==> src/rtl/regfile_wb.sv <==
// regfile_wb: RV32I integer register file with writeback port, two bypassed read ports, post-reset clear sequencer (optional debug read port via REGFILE_DBG_EN)
module regfile_wb #(
    parameter int DATA_W = 32,
    parameter int ADDR_W = 5,
    parameter int NREG   = 32
) (
    input  logic              clk,
    input  logic              rst,
    input  logic              wb_we,
    input  logic [ADDR_W-1:0] wb_waddr,
    input  logic [DATA_W-1:0] wb_wdata,
    input  logic              re1,
    input  logic [ADDR_W-1:0] raddr1,
    output logic [DATA_W-1:0] rdata1,
    input  logic              re2,
    input  logic [ADDR_W-1:0] raddr2,
    output logic [DATA_W-1:0] rdata2,
    output logic              ready
`ifdef REGFILE_DBG_EN
    ,
    input  logic [ADDR_W-1:0] dbg_raddr,
    output logic [DATA_W-1:0] dbg_rdata
`endif
);
    typedef enum logic {INIT, RUN} state_t;
    localparam logic [ADDR_W-1:0] LAST = ADDR_W'(NREG - 1);
    state_t state;
    logic [ADDR_W-1:0] clr_idx;
    logic [DATA_W-1:0] regs [NREG];
    logic blocked;
    // sequencer: walk clr_idx from 1 to NREG-1, then raise ready and enter RUN
    always_ff @(posedge clk) begin
        if (rst) begin
            state   <= INIT;
            clr_idx <= ADDR_W'(1);
            ready   <= 1'b0;
        end else if (state == INIT) begin
            clr_idx <= clr_idx + 1'b1;
            if (clr_idx == LAST) begin
                state <= RUN;
                ready <= 1'b1;
            end
        end
    end
    // array has no reset so it can map to RAM; cleared by the sequencer, written by WB in RUN
    always_ff @(posedge clk) begin
        if (!rst) begin
            if (state == INIT)
                regs[clr_idx] <= '0;
            else if (wb_we && wb_waddr != '0)
                regs[wb_waddr] <= wb_wdata;
        end
    end
    // read ports: zero while blocked/disabled/x0, else same-cycle WB bypass, else array
    always_comb begin
        blocked = rst || state == INIT;
        rdata1  = (blocked || !re1 || raddr1 == '0) ? '0 :
                  (wb_we && wb_waddr == raddr1) ? wb_wdata : regs[raddr1];
        rdata2  = (blocked || !re2 || raddr2 == '0) ? '0 :
                  (wb_we && wb_waddr == raddr2) ? wb_wdata : regs[raddr2];
    end
`ifdef REGFILE_DBG_EN
    // registered debug snoop of array contents, without bypass
    always_ff @(posedge clk) begin
        if (rst)
            dbg_rdata <= '0;
        else
            dbg_rdata <= (state == INIT || dbg_raddr == '0) ? '0 : regs[dbg_raddr];
    end
`endif
endmodule
==> config.mk <==
export PLATFORM = sky130hd
export DESIGN_NAME = regfile_wb
export DESIGN_NICKNAME = d
export VERILOG_FILES = /design/src/rtl/regfile_wb.sv
export SDC_FILE = /design/constraint.sdc
export NUM_CORES = 1
export LEC_CHECK = 0
export CORE_ASPECT_RATIO = 0.6
export CORE_UTILIZATION = 25
export DETAILED_ROUTE_END_ITERATION = 10
export SYNTH_ARGS = -nofsm -noshare
export SYNTH_HDL_FRONTEND = slang
export SYNTH_SLANG_ARGS = --single-unit
==> constraint.sdc <==
create_clock -name clk -period 3.4 [get_ports clk]
set_input_delay 0.34 -clock clk [delete_from_list [all_inputs] [get_ports clk]]
set_output_delay 0.34 -clock clk [all_outputs]
set_load 0.02 [all_outputs]
==> results.md <==
* Status: finished, final reports clean
* Final GP Congestion at 0.886
* Pwr per Cell Area at between 400 and 500 nW/um^2
* Placement Rows at 125
* Die Y at about 340 microns
* Pre-antenna DRT Iters at 6
* Clk Latency, worst-skew pair at a little under 0.7 ns
* Initial core utilization at around a quarter
* Flop and latch count out of synthesis at ~1.0k
* Hold Vio Cnt, Final at 0
* Final setup margin at roughly 0.0073 ns
* Overall Global Routing Usage at 18.7%
* FILL cells at 18.9k
* Unrepaired setup endpoints after global routing: false
* Netlist cell types at 61
* # setup viols final at 0
* Drt drc at 0
* Logic pwr share at slightly below 9%
* CTS H-tree lvls at 3
* Sequential share of the synthesized area at 63.4%
* Avg Cell Area, Syn at between 15 and 20 sq um
* Final net count at approximately 3.1k
* Yosys top cell by area: edfxtp_1
* Max-slew headroom at 8.08%
* Clk network pwr share at about two fifths
* Post-DP HPWL at 120000 microns
* Setup Skew at roughly 0.023 ns
* CP required at roughly 3 ns
* Post-CTS Hold Fix Bufs at 0
* Prevailing post-synth register cell: edfxtp_1
* Via density per instance at between 5 and 6
* Critical Path Source: regs[27][23]
* Core box area at approximately 190000 sq um
* Grt total ovfl at 0
* Largest net degree at the start of global routing at 60
* Remaining antenna violation count at 0
* Setup WS pre-CTS at -0.146 ns
* Fmax at roughly 290 MHz
* I/O pin total at ~120
* Post-DR wirelength/cell at between 30 and 40 microns
* P_leak at roughly 18 nW
* Max VDD drop at ~0.00035 V
* Routed via count at 32.3k
* Drt initial violations at between 5k and 6k
* CTS tree: done
* Critical path buffers and inverters at 1
* Worst path max stage delay at around 0.55 ns
* Power Total at 27.3 mW
* Switching pwr at about 6.5 mW
* Port bufs at roughly 120
* Share of cells above drive strength 1 at 30.3%
* Largest cells by area after synthesis: edfxtp_1 63%, mux4_2 16%, mux2i_1 8.0%, a22o_1 1.3%, a22oi_1 1.2%
* Sequential Area at between 30000 and 40000 sq um
* Synthesized instance count at 2743
* CTS max path bufs at 3
* Critical path data arrival time at roughly 3.1 ns
* Vias in the first global route at between 30k and 40k
* Kind of critical path: flip-flop to primary output
* Final Max Tran Viols at 0
* Power share of the sequential group at between 50% and 60%
* First-pass GRT wire length at ~260000 microns
* Final hold slack at ~0.32 ns
* Top-count cell post-synth: edfxtp_1
* Post-synth top area share at between 60% and 70%
* Mapped Area at between 40000 and 50000 sq um
* R2r startpoint: state
* Asr flop ratio synth at 0%
* Final worst path period share at between 90% and 100%
* Hold_sp: rst
* Post-synth EDFFs at between 1k and 1.5k
* DIE AREA at a little under 200000 sq um
* Clock sink total at 1031
* TritonCTS Buffers at approximately 90
* Yosys synthesis warning count at 0
* P&R area growth vs syn at 21.8%
* CP max-delay cell: clkdlybuf4s50_1
* Post-Syn Nets at about 2.8k
* CP startpoint kind: flip-flop
* Total Wirelength at roughly 190000 microns
* Pint at around 21 mW
* Top cells by count, synth: 1024 x edfxtp_1, 388 x mux2i_1, 342 x mux4_2, 94 x buf_2, 86 x clkbuf_1
* CP top delay family: compound AO/OA/AOI/OAI gates
* CP endpoint kind: primary output
* CP Max Fanout at 2
* CTS clk-pin slew, worst paths at 0.07 ns
* Die span in x at 572 microns
* CTS root buf: clkbuf_16
* Tightest Pin Transition at 1.38 ns
* Worst path cell trace: mux4_2, o21ai_1, a21oi_1, a22o_1, clkdlybuf4s50_1
* Post-layout min period at approximately 3.4 ns
* Max Cap Viol at 0
* Worst hold path class: input port to flip-flop
* Sw frac at a little under a quarter
* Multi-input logic area at 17100 sq um
* Initial antenna violation count at 14
==> power groups by stage <==
stage | Combinational, mW | Clock, mW | Sequential, mW
finish | 2.38 | 10.9 | 14.0
floorplan | 1.22 | 0 | 14.2
CTS | 2.31 | 10.9 | 14.0
global route | 2.43 | 11.4 | 14.0
detailed placement | 2.29 | 0 | 14.3
global placement | 2.29 | 0 | 14.2
==> stage by stage <==
stage / std cells / util, % / cell area [sq um] / TNS [ns]
2_1_floorplan: 2743 / - / 48700 / 0
5_1_grt: 5734 / 30.6 / 59300 / 0
6_report: 5739 / 30.6 / 59300 / 0
3_3_place_gp: 5569 / 29.0 / 56200 / -7.76
4_1_cts: 5729 / 30.6 / 59200 / 0
3_5_place_dp: 5570 / 29.0 / 56200 / -4.57
==> metal layers <==
metal	GRT usage [%]	part of all wire, %	vias up
met3	8.23	16	287
met5	0	0.024	-
met4	4.58	2.5	8
met1	27.4	42	17100
li1	-	-	12300
met2	24.7	40	2588
==> cells in the final DEF, fill, tap and decap left out, drive strengths merged, types with 18 or more instances in the layout <==
cell type      instances
clkbuf               101
a221oi                47
a22oi                 75
a211oi                53
nand2                 72
buf                  377
nand3                 18
mux2i                388
edfxtp              1024
o221ai                33
and2                  36
a21oi                 68
clkinv                37
mux2                  20
dlygate4sd2           25
o21ai                 32
clkdlybuf4s50         45
o22ai                 42
nor2                  48
mux4                 342
nor3                  19
a22o                  71
==> flip-flops by register name, summed over array words and instances, names as in the netlist <==
| signal | count |
|---|---|
| ready | 1 |
| regs | 1024 |
| state | 1 |
| clr_idx | 5 |
==> cell families (layout without fill, tap and decap cells) <==
family | after synthesis | in the layout | synth area share, %
AO/OA/AOI/OAI | 490 | 490 | 7.46
XOR/XNOR | 13 | 13 | 0.234
adder cells (fa/ha/maj) | 2 | 2 | 0.0514
buffers and inverters | 231 | 616 | 2.36
flip-flops | 1031 | 1031 | 63.4
multiplexers | 750 | 750 | 24.2
other | 0 | 8 | 0
AND/OR/NAND/NOR | 226 | 226 | 2.24
==> final cells by class <==
cell class	instances	area share, %
sequential	1031	52.1
clock buffer	101	3.94
timing repair buffer	450	8.44
tap	2603	5.49
antenna	8	0.0337
multi-input combinational	1481	28.9
clock inverter	57	1.07
inverter	8	0.0506
==> final timing paths <==
check                                     to  slack (ns)  cells after the start
worst max-delay path              rdata1[23]       0.007                      5
worst max register to register  regs[28][22]        0.49                      7
worst min register to register         state        0.54                      2
worst min-delay path                   ready        0.32                      2
==> repair_timing <==
| item | CTS | global route |
|---|---|---|
| endpoints found under the setup margin | 34 | 8 |
| resized for setup | 46 | 9 |
| pin swaps | 0 | 1 |
| buffers inserted | 1 | 2 |
Note: power is estimated with default switching activity, not from simulation.
